`src/rtl/irq_ctrl_n_if.sv`:
```
// rtl/irq_ctrl_n_if.sv - core-facing signal bundle of the irq_ctrl_n interrupt controller
//
// Purpose: groups the decoded command port, the interrupt lines and the status
// outputs that travel between the core (master) and irq_ctrl_n (slave).
//
// Signals (direction as seen by the controller, i.e. the slave modport):
//   inirr      in   NSRC  external interrupt lines; bits [NTIMER:0] are ignored
//   cmd_valid  in   1     command strobe, one command per cycle
//   cmd_op     in   4     opcode
//   cmd_a      in   32    operand (rs1)
//   cmd_b      in   32    operand (imm/rs2)
//   cmd_ch     in   2     timer channel index
//   savepc     in   1     latch pc into pc_c
//   pc         in   32    current core PC
//   flag       out  1     interrupt active
//   irq_id     out  5     index of the active source
//   pc_irq     out  32    handler vector
//   pc_c       out  32    saved return PC
//   outirr     out  NSRC  one-cycle clear acknowledge, per bit
//   rd         out  32    registered read data

interface irq_ctrl_n_if #(
   parameter int NSRC = 32
);
   logic [NSRC-1:0] inirr;
   logic            cmd_valid;
   logic [3:0]      cmd_op;
   logic [31:0]     cmd_a;
   logic [31:0]     cmd_b;
   logic [1:0]      cmd_ch;
   logic            savepc;
   logic [31:0]     pc;
   logic            flag;
   logic [4:0]      irq_id;
   logic [31:0]     pc_irq;
   logic [31:0]     pc_c;
   logic [NSRC-1:0] outirr;
   logic [31:0]     rd;

   modport master (
      output inirr, cmd_valid, cmd_op, cmd_a, cmd_b, cmd_ch, savepc, pc,
      input  flag, irq_id, pc_irq, pc_c, outirr, rd
   );

   modport slave (
      input  inirr, cmd_valid, cmd_op, cmd_a, cmd_b, cmd_ch, savepc, pc,
      output flag, irq_id, pc_irq, pc_c, outirr, rd
   );
endinterface

```
`src/rtl/irq_ctrl_n.sv`:
```
// rtl/irq_ctrl_n.sv - parametrised interrupt controller with prescaled timer channels
//
// Purpose: latches NSRC interrupt sources into a maskable pending register and
// raises flag with the lowest-index pending & mask source. Source 0 is the
// software ebreak, sources 1..NTIMER are internal timer channels, the rest come
// from bus.inirr (edge or level per mode bit). The core drives the block via a
// decoded command port.
//
// Parameters:
//   NSRC    number of interrupt sources (4..32)
//   NTIMER  number of timer channels (1..4), NTIMER+1 < NSRC
//   TW      timer prescaler / compare width (<= 32)
//
// Ports:
//   i_clk   in     clock, rising edge
//   i_rst   in     synchronous active-high reset
//   bus     slave  irq_ctrl_n_if bundle (commands, lines, status outputs)

module irq_ctrl_n #(
   parameter int NSRC   = 32,
   parameter int NTIMER = 2,
   parameter int TW     = 32
) (
   input  logic            i_clk,
   input  logic            i_rst,
   irq_ctrl_n_if.slave     bus
);

   localparam logic [3:0] OP_ADDPCIRQ = 4'd0;
   localparam logic [3:0] OP_EBREAK   = 4'd1;
   localparam logic [3:0] OP_SETMASK  = 4'd2;
   localparam logic [3:0] OP_SETMODE  = 4'd3;
   localparam logic [3:0] OP_TIMONE   = 4'd4;
   localparam logic [3:0] OP_TIMPER   = 4'd5;
   localparam logic [3:0] OP_TIMSTOP  = 4'd6;
   localparam logic [3:0] OP_CLRIRQ   = 4'd7;
   localparam logic [3:0] OP_IRQSTATE = 4'd8;
   localparam logic [3:0] OP_RETIRQ   = 4'd9;
   localparam logic [3:0] OP_RDMASK   = 4'd10;

   // Positions fed by bus.inirr; ebreak and timer positions are forced off.
   localparam logic [NSRC-1:0] L_EXT_BITS = {NSRC{1'b1}} << (NTIMER + 1);

   typedef enum logic {
      S_IDLE,
      S_ACTIVE
   } state_t;

   // ---------------------------------------------------------------- decode
   logic w_op_addpc;
   logic w_op_ebreak;
   logic w_op_setmask;
   logic w_op_setmode;
   logic w_op_timone;
   logic w_op_timper;
   logic w_op_timstop;
   logic w_op_clr;
   logic w_op_state;
   logic w_op_ret;
   logic w_op_rdmask;

   assign w_op_addpc   = bus.cmd_valid && (bus.cmd_op == OP_ADDPCIRQ);
   assign w_op_ebreak  = bus.cmd_valid && (bus.cmd_op == OP_EBREAK);
   assign w_op_setmask = bus.cmd_valid && (bus.cmd_op == OP_SETMASK);
   assign w_op_setmode = bus.cmd_valid && (bus.cmd_op == OP_SETMODE);
   assign w_op_timone  = bus.cmd_valid && (bus.cmd_op == OP_TIMONE);
   assign w_op_timper  = bus.cmd_valid && (bus.cmd_op == OP_TIMPER);
   assign w_op_timstop = bus.cmd_valid && (bus.cmd_op == OP_TIMSTOP);
   assign w_op_clr     = bus.cmd_valid && (bus.cmd_op == OP_CLRIRQ);
   assign w_op_state   = bus.cmd_valid && (bus.cmd_op == OP_IRQSTATE);
   assign w_op_ret     = bus.cmd_valid && (bus.cmd_op == OP_RETIRQ);
   assign w_op_rdmask  = bus.cmd_valid && (bus.cmd_op == OP_RDMASK);

   logic [31:0] w_ab;
   assign w_ab = bus.cmd_a | bus.cmd_b;

   // ---------------------------------------------------------------- state
   logic [NSRC-1:0] r_samp;      // inirr sampled this edge
   logic [NSRC-1:0] r_prev;      // previous sample, for 0->1 detection
   logic            r_ebreak;    // registered one-cycle ebreak pulse
   logic [NSRC-1:0] r_pending;
   logic [NSRC-1:0] r_mask;
   logic [NSRC-1:0] r_mode;      // 1 = edge, 0 = level
   logic [NSRC-1:0] r_outirr;
   logic [31:0]     r_rd;
   logic [31:0]     r_pc_irq;
   logic [31:0]     r_pc_c;
   state_t          r_state;
   logic            r_flag;
   logic [4:0]      r_irq_id;

   logic [NTIMER-1:0] w_fire;

   // ---------------------------------------------------------------- timers
   // A channel only reacts to its own index, so cmd_ch >= NTIMER falls
   // through every channel and is a no-op.
   for (genvar g = 0; g < NTIMER; g++) begin : g_tmr
      logic          r_run;
      logic          r_per;
      logic          r_fire;
      logic [TW-1:0] r_presc;
      logic [TW-1:0] r_max;
      logic [TW-1:0] r_pcnt;
      logic [TW-1:0] r_cnt;
      logic          w_sel;
      logic [TW-1:0] w_last;
      logic          w_tick;

      assign w_sel  = (bus.cmd_ch == 2'(g));
      // presc == 0 behaves like presc == 1: tick on every cycle.
      assign w_last = (r_presc == '0) ? '0 : (r_presc - 1'b1);
      assign w_tick = (r_pcnt == w_last);
      assign w_fire[g] = r_fire;

      always_ff @(posedge i_clk) begin
         if (i_rst) begin
            r_run   <= 1'b0;
            r_per   <= 1'b0;
            r_fire  <= 1'b0;
            r_presc <= '0;
            r_max   <= '0;
            r_pcnt  <= '0;
            r_cnt   <= '0;
         end else begin
            r_fire <= 1'b0;
            if (w_sel && (w_op_timone || w_op_timper)) begin
               // (Re)start: both counters restart from 0 even if running.
               r_run   <= 1'b1;
               r_per   <= w_op_timper;
               r_presc <= bus.cmd_a[TW-1:0];
               r_max   <= bus.cmd_b[TW-1:0];
               r_pcnt  <= '0;
               r_cnt   <= '0;
            end else if (w_sel && w_op_timstop) begin
               r_run  <= 1'b0;
               r_pcnt <= '0;
               r_cnt  <= '0;
            end else if (r_run) begin
               if (w_tick) begin
                  r_pcnt <= '0;
                  if (r_cnt == r_max) begin
                     r_cnt  <= '0;
                     r_fire <= 1'b1;
                     if (!r_per) begin
                        r_run <= 1'b0;
                     end
                  end else begin
                     r_cnt <= r_cnt + 1'b1;
                  end
               end else begin
                  r_pcnt <= r_pcnt + 1'b1;
               end
            end
         end
      end
   end

   // ---------------------------------------------------------------- sources
   logic [NSRC-1:0] w_src_int;
   logic [NSRC-1:0] w_src_ext;
   logic [NSRC-1:0] w_set;
   logic [NSRC-1:0] w_clr;
   logic [NSRC-1:0] w_eff;
   logic [4:0]      w_lowest;

   always_comb begin
      w_src_int           = '0;
      w_src_int[0]        = r_ebreak;
      w_src_int[NTIMER:1] = w_fire;
   end

   // Edge mode looks for a rising sample, level mode re-asserts every cycle.
   assign w_src_ext = ((r_mode & r_samp & ~r_prev) | (~r_mode & r_samp)) & L_EXT_BITS;
   assign w_set     = w_src_int | w_src_ext;
   assign w_clr     = w_op_clr ? w_ab[NSRC-1:0] : '0;
   assign w_eff     = r_pending & r_mask;

   function automatic logic [4:0] f_lowest(input logic [NSRC-1:0] v);
      logic [4:0] id;
      id = '0;
      for (int i = NSRC - 1; i >= 0; i--) begin
         if (v[i]) begin
            id = 5'(i);
         end
      end
      return id;
   endfunction

   assign w_lowest = f_lowest(w_eff);

   // ---------------------------------------------------------------- registers
   always_ff @(posedge i_clk) begin
      if (i_rst) begin
         r_samp    <= '0;
         r_prev    <= '0;
         r_ebreak  <= 1'b0;
         r_pending <= '0;
         r_mask    <= '0;
         r_mode    <= '0;
         r_outirr  <= '0;
         r_rd      <= '0;
         r_pc_irq  <= '0;
         r_pc_c    <= '0;
      end else begin
         r_samp   <= bus.inirr;
         r_prev   <= r_samp;
         r_ebreak <= w_op_ebreak;
         // Set has priority over a simultaneous clear of the same bit.
         r_pending <= (r_pending & ~w_clr) | w_set;
         r_outirr  <= w_clr & r_pending;
         if (w_op_setmask) begin
            r_mask <= bus.cmd_a[NSRC-1:0];
         end
         if (w_op_setmode) begin
            r_mode <= bus.cmd_a[NSRC-1:0];
         end
         if (w_op_addpc) begin
            r_pc_irq <= w_ab;
         end
         // rd only changes on a read opcode.
         if (w_op_state) begin
            r_rd <= 32'(r_pending);
         end else if (w_op_rdmask) begin
            r_rd <= 32'(r_mask);
         end
         if (bus.savepc) begin
            r_pc_c <= bus.pc;
         end
      end
   end

   // ---------------------------------------------------------------- FSM
   // Once ACTIVE, only RETIRQ can leave; a later mask change does not drop flag.
   always_ff @(posedge i_clk) begin
      if (i_rst) begin
         r_state  <= S_IDLE;
         r_flag   <= 1'b0;
         r_irq_id <= '0;
      end else begin
         case (r_state)
            S_IDLE: begin
               if (w_eff != '0) begin
                  r_state  <= S_ACTIVE;
                  r_flag   <= 1'b1;
                  r_irq_id <= w_lowest;
               end
            end
            S_ACTIVE: begin
               if (w_op_ret) begin
                  if (w_eff == '0) begin
                     r_state  <= S_IDLE;
                     r_flag   <= 1'b0;
                     r_irq_id <= '0;
                  end else begin
                     r_irq_id <= w_lowest;
                  end
               end
            end
            default: begin
               r_state  <= S_IDLE;
               r_flag   <= 1'b0;
               r_irq_id <= '0;
            end
         endcase
      end
   end

   // ---------------------------------------------------------------- outputs
   assign bus.flag   = r_flag;
   assign bus.irq_id = r_irq_id;
   assign bus.pc_irq = r_pc_irq;
   assign bus.pc_c   = r_pc_c;
   assign bus.outirr = r_outirr;
   assign bus.rd     = r_rd;

endmodule

```
`src/flat_wrapper.sv`:
```
// flat-port wrapper written by rule: the top's interface ports become plain ports
module irq_ctrl_n_flat 
#(
   parameter int NSRC   = 32,
   parameter int NTIMER = 2,
   parameter int TW     = 32
)
  (i_clk, i_rst, bus_inirr, bus_cmd_valid, bus_cmd_op, bus_cmd_a, bus_cmd_b, bus_cmd_ch, bus_savepc, bus_pc, bus_flag, bus_irq_id, bus_pc_irq, bus_pc_c, bus_outirr, bus_rd);
  irq_ctrl_n_if #(.NSRC(NSRC)) bus_i ();
  input  logic i_clk;
  input  logic i_rst;
  input wire logic [$bits(bus_i.inirr)-1:0] bus_inirr;
  input wire logic [$bits(bus_i.cmd_valid)-1:0] bus_cmd_valid;
  input wire logic [$bits(bus_i.cmd_op)-1:0] bus_cmd_op;
  input wire logic [$bits(bus_i.cmd_a)-1:0] bus_cmd_a;
  input wire logic [$bits(bus_i.cmd_b)-1:0] bus_cmd_b;
  input wire logic [$bits(bus_i.cmd_ch)-1:0] bus_cmd_ch;
  input wire logic [$bits(bus_i.savepc)-1:0] bus_savepc;
  input wire logic [$bits(bus_i.pc)-1:0] bus_pc;
  output wire logic [$bits(bus_i.flag)-1:0] bus_flag;
  output wire logic [$bits(bus_i.irq_id)-1:0] bus_irq_id;
  output wire logic [$bits(bus_i.pc_irq)-1:0] bus_pc_irq;
  output wire logic [$bits(bus_i.pc_c)-1:0] bus_pc_c;
  output wire logic [$bits(bus_i.outirr)-1:0] bus_outirr;
  output wire logic [$bits(bus_i.rd)-1:0] bus_rd;
  assign bus_i.inirr = bus_inirr;
  assign bus_i.cmd_valid = bus_cmd_valid;
  assign bus_i.cmd_op = bus_cmd_op;
  assign bus_i.cmd_a = bus_cmd_a;
  assign bus_i.cmd_b = bus_cmd_b;
  assign bus_i.cmd_ch = bus_cmd_ch;
  assign bus_i.savepc = bus_savepc;
  assign bus_i.pc = bus_pc;
  assign bus_flag = bus_i.flag;
  assign bus_irq_id = bus_i.irq_id;
  assign bus_pc_irq = bus_i.pc_irq;
  assign bus_pc_c = bus_i.pc_c;
  assign bus_outirr = bus_i.outirr;
  assign bus_rd = bus_i.rd;
  irq_ctrl_n #(.NSRC(NSRC), .NTIMER(NTIMER), .TW(TW)) u_core (.i_clk(i_clk), .i_rst(i_rst), .bus(bus_i));
endmodule
```
`config.mk`:
```
export PLATFORM = sky130hd
export DESIGN_NAME = irq_ctrl_n_flat
export DESIGN_NICKNAME = d
export VERILOG_FILES = /design/src/rtl/irq_ctrl_n_if.sv /design/src/rtl/irq_ctrl_n.sv /design/src/flat_wrapper.sv
export SDC_FILE = /design/constraint.sdc
export NUM_CORES = 1
export LEC_CHECK = 0
export ABC_AREA = 1
export CORE_ASPECT_RATIO = 0.5
export CORE_MARGIN = 2
export CORE_UTILIZATION = 52
export DETAILED_ROUTE_END_ITERATION = 12
export PLACE_DENSITY = 0.74
export SYNTH_ARGS = -nofsm -noshare
export SYNTH_HDL_FRONTEND = slang
export SYNTH_SLANG_ARGS = --single-unit
```
`constraint.sdc`:
```
create_clock -name i_clk -period 2.8 [get_ports i_clk]
set_input_delay 0.56 -clock i_clk [delete_from_list [all_inputs] [get_ports i_clk]]
set_output_delay 0.56 -clock i_clk [all_outputs]
set_load 0.02 [all_outputs]
```
==> results.sh <==
export IMPL_fin_util_pct=71.8
export IMPL_drc=0
export IMPL_grt_max_degree=68
export IMPL_portBuffers=268
export IMPL_start_kind="flop"
export IMPL_async_flop_share_pct=0
export IMPL_synth_simple_area_share_pct=25.9
export IMPL_critical_path_class="reg2reg"
export IMPL_cts_root_buf="clkbuf_16"
export IMPL_drive_gt1_share_pct=20.8
export IMPL_fillers=3919
export IMPL_synth_top_area_cell="dfxtp_1"
export IMPL_coreArea_um2=48500
export IMPL_rsz0062_at_grt="true"
export IMPL_hold_violations=0
export IMPL_wl_per_cell_um=19.3
export IMPL_gp_routability_congestion=0.980
export IMPL_syn_nets=3642
export IMPL_fin_nets=4149
export IMPL_first_pass_iters=7
export IMPL_synth_area_mux_share_pct=0
export IMPL_cts_tree="done"
export IMPL_cap_violations=0
export IMPL_syn_inst=3498
export IMPL_power_leakage_uw=0.0141
export IMPL_drtIter0Drc=2567
export IMPL_cts_hold_buf=0
export IMPL_crit_required_ns=3.35
export IMPL_grt_pass1_wl_mm=134
export IMPL_yosys_cell_types_count=60
export IMPL_synth_fa_ha_area_share_pct=0.294
export IMPL_worst_slew_pin_slew_ns=0.960
export IMPL_end_kind="flop"
export IMPL_drt_met1_wl_mm=39.1
export IMPL_slew_headroom_pct=35.9
export IMPL_ioPinCount=272
export IMPL_antenna_found_initial=3
export IMPL_grt_util_all_layers_pct=33.7
export IMPL_vias=26000
export IMPL_ys_warn_count=0
export IMPL_status="finished, violations left"
export IMPL_path_max_fanout=3
export IMPL_syn_area_per_cell_um2=7.29
export IMPL_wl_met3_mm=8.33
export IMPL_initial_utilization_pct=52.6
export IMPL_setup_viol=130
export IMPL_worst_hold_slack_ns=0.418
export IMPL_power_density_nw_per_um2=528
export IMPL_synth_top_family_by_area="simple AND/OR/NAND/NOR gates"
export IMPL_synth_xor_area_share_pct=6.86
export IMPL_synth_compound_area_share_pct=15.2
export IMPL_fin_ws_ns=-0.424
export IMPL_layout_worst_path_cycle_share_pct=115
export IMPL_cts_clk_slew_worst_paths_ns=0.07
export IMPL_wl_met2_mm=39.5
export IMPL_antenna_left=0
export IMPL_synth_edf_count=0
export IMPL_yosysMostFrequentCell="nand2_1"
export IMPL_ir_drop_v=0.000441
export IMPL_fmax_mhz=310
export IMPL_wirelength_mm=90.6
export IMPL_netlist_area_leader_share_pct=43.1
export IMPL_violations="setup timing"
export IMPL_final_min_clock_period_ns=3.22
export IMPL_yosysSeqAreaShare_pct=43.1
export IMPL_finClkSkew_ns=0.0139
export IMPL_synth_area_top_cells="dfxtp_1, nand2_1, o21ai_0"
export IMPL_die_x_um=317
export IMPL_grt_overflow=0
export IMPL_dp_hpwl_mm=66.0
export IMPL_clock_latency_ns=0.59
export IMPL_ys_ff_latch=549
export IMPL_dr_max_layer_used="met5"
export IMPL_htreeDepth=2
export IMPL_cts_buffers=48
export IMPL_slew_violations=0
export IMPL_core_rowCount=57
export IMPL_clock_sinks=549
export IMPL_synth_top_cells_by_count="nand2_1, dfxtp_1, inv_1"
export IMPL_die_h_um=161
export IMPL_arrival_ns=3.77
export IMPL_grt_pass1_vias=23800
export IMPL_ctsLongestPathBuffers=3
export IMPL_netlist_area_um2=25500
export IMPL_dieArea_um2=51000
export IMPL_synth_main_ff_cell="dfxtp_1"
export IMPL_viasPerCell=5.53
export IMPL_hold_path_class="reg2reg"
export IMPL_syn_to_final_growth_pct=36.5
-- sequential cells by signal (all words and copies together) (netlist names) --
| signal | flops |
|---|---|
| u_core.g_tmr.r_run | 2 |
| u_core.r_mode | 29 |
| u_core.r_state | 1 |
| u_core.r_pending | 32 |
| u_core.r_samp | 29 |
| u_core.bus.outirr | 32 |
| u_core.g_tmr.r_presc | 64 |
| u_core.bus.pc_irq | 32 |
| u_core.bus.rd | 32 |
| u_core.g_tmr.r_pcnt | 64 |
| u_core.g_tmr.r_max | 64 |
| u_core.bus.irq_id | 5 |
| u_core.g_tmr.r_fire | 2 |
| u_core.r_prev | 29 |
| u_core.r_mask | 32 |
| u_core.bus.flag | 1 |
| u_core.r_ebreak | 1 |
| u_core.bus.pc_c | 32 |
| u_core.g_tmr.r_cnt | 64 |
| u_core.g_tmr.r_per | 2 |
-- timing repair --
action | 4_1_cts | 5_1_grt
gates resized for setup | 128 | 315
cloned | 8 | 8
setup buffers | 18 | 30
pin swaps | 43 | 105
setup endpoints to repair | 128 | 133
-- stage by stage --
stage                     setup TNS [ns]  setup WS [ns]  power, uW  instance area (um^2)  cells
after floorplan                   -0.696        -0.0588       9770                 25600   3498
after global placement            -31.18         -0.344      11100                 30800   4545
after detailed placement          -35.21         -0.352      11100                 30800   4545
after CTS                         -31.50         -0.334      18100                 33200   4661
after global routing              -61.17         -0.683      19000                 34800   4695
final                             -36.19         -0.424      18400                 34800   4696
-- path summary, 6_finish.rpt --
| kind | from | to | slack, ns | depth (start not counted) |
|---|---|---|---|---|
| min | u_core.r_samp[27]$_SDFF_PP0_ | u_core.r_prev[27]$_SDFF_PP0_ | 0.42 | 2 |
| min reg2reg | u_core.r_samp[27]$_SDFF_PP0_ | u_core.r_prev[27]$_SDFF_PP0_ | 0.42 | 2 |
| max | u_core.g_tmr[1].r_pcnt[2]$_SDFFE_PP0P_ | u_core.g_tmr[1].r_pcnt[29]$_SDFFE_PP0P_ | -0.42 | 24 |
| max reg2reg | u_core.g_tmr[1].r_pcnt[2]$_SDFFE_PP0P_ | u_core.g_tmr[1].r_pcnt[29]$_SDFFE_PP0P_ | -0.42 | 24 |
-- cells by family (layout without fill, tap and decap cells) --
| logic type | count (synthesis) | in the layout |
|---|---|---|
| compound gates | 721 | 721 |
| xor+xnor | 199 | 199 |
| fa+ha+maj | 6 | 6 |
| buf+inv | 569 | 1116 |
| flops | 549 | 549 |
| other cells | 0 | 2 |
| simple gates | 1454 | 1454 |
-- metal layers --
metal	vias up	track usage [%]
met2	1054	50.7
met4	2	12.7
met5	-	0
li1	12500	-
met3	200	7.40
met1	12300	47.3
-- placed cells by master (no fill, tap or decap), drive strengths merged, types with 72 or more instances in the layout --
master	netlist	layout
nand3	141	141
nor2	391	391
nand2	612	612
buf	26	343
o21ai	327	327
clkdlybuf4s50	0	267
a21oi	306	306
dfxtp	549	549
inv	404	410
clkbuf	135	72
nor3	85	85
xor2	146	146
-- worst max-delay path: stages (launching register included) --
cell,delay [ns]
dfxtp_1,0.42
nand2_4,0.08
nor3_4,0.19
nand2_1,0.10
nor2_2,0.13
nand2_1,0.07
nor2_2,0.15
nand2_1,0.10
inv_2,0.08
nand3_2,0.07
inv_2,0.07
nand2_2,0.06
nor2_2,0.13
nand4_1,0.15
nor2_2,0.19
nand3_2,0.12
nor2_2,0.17
nand4_1,0.13
nor2_1,0.13
nand2_1,0.09
nor3_2,0.25
inv_2,0.06
o21ai_1,0.13
nand3_1,0.07
inv_1,0.05
-- report_power, final --
part	switching [uW]	internal, uW	total (uW)
sequential	126	7990	8110
combinational	1840	1360	3200
clock	3220	3840	7060
total	5190	13200	18400
-- area by class of cell --
type	count	area (um^2)	area share, %
antenna	2	5.00	0.0144
clock buffer	67	1370	3.94
clock inverter	23	274	0.787
inverter	408	1570	4.52
multi-input combinational	2380	13900	40.0
sequential	549	11000	31.7
tap	649	812	2.33
timing repair buffer	615	5800	16.7
timing repair inverter	3	42.5	0.122
Note: power is estimated with default switching activity, not from simulation.
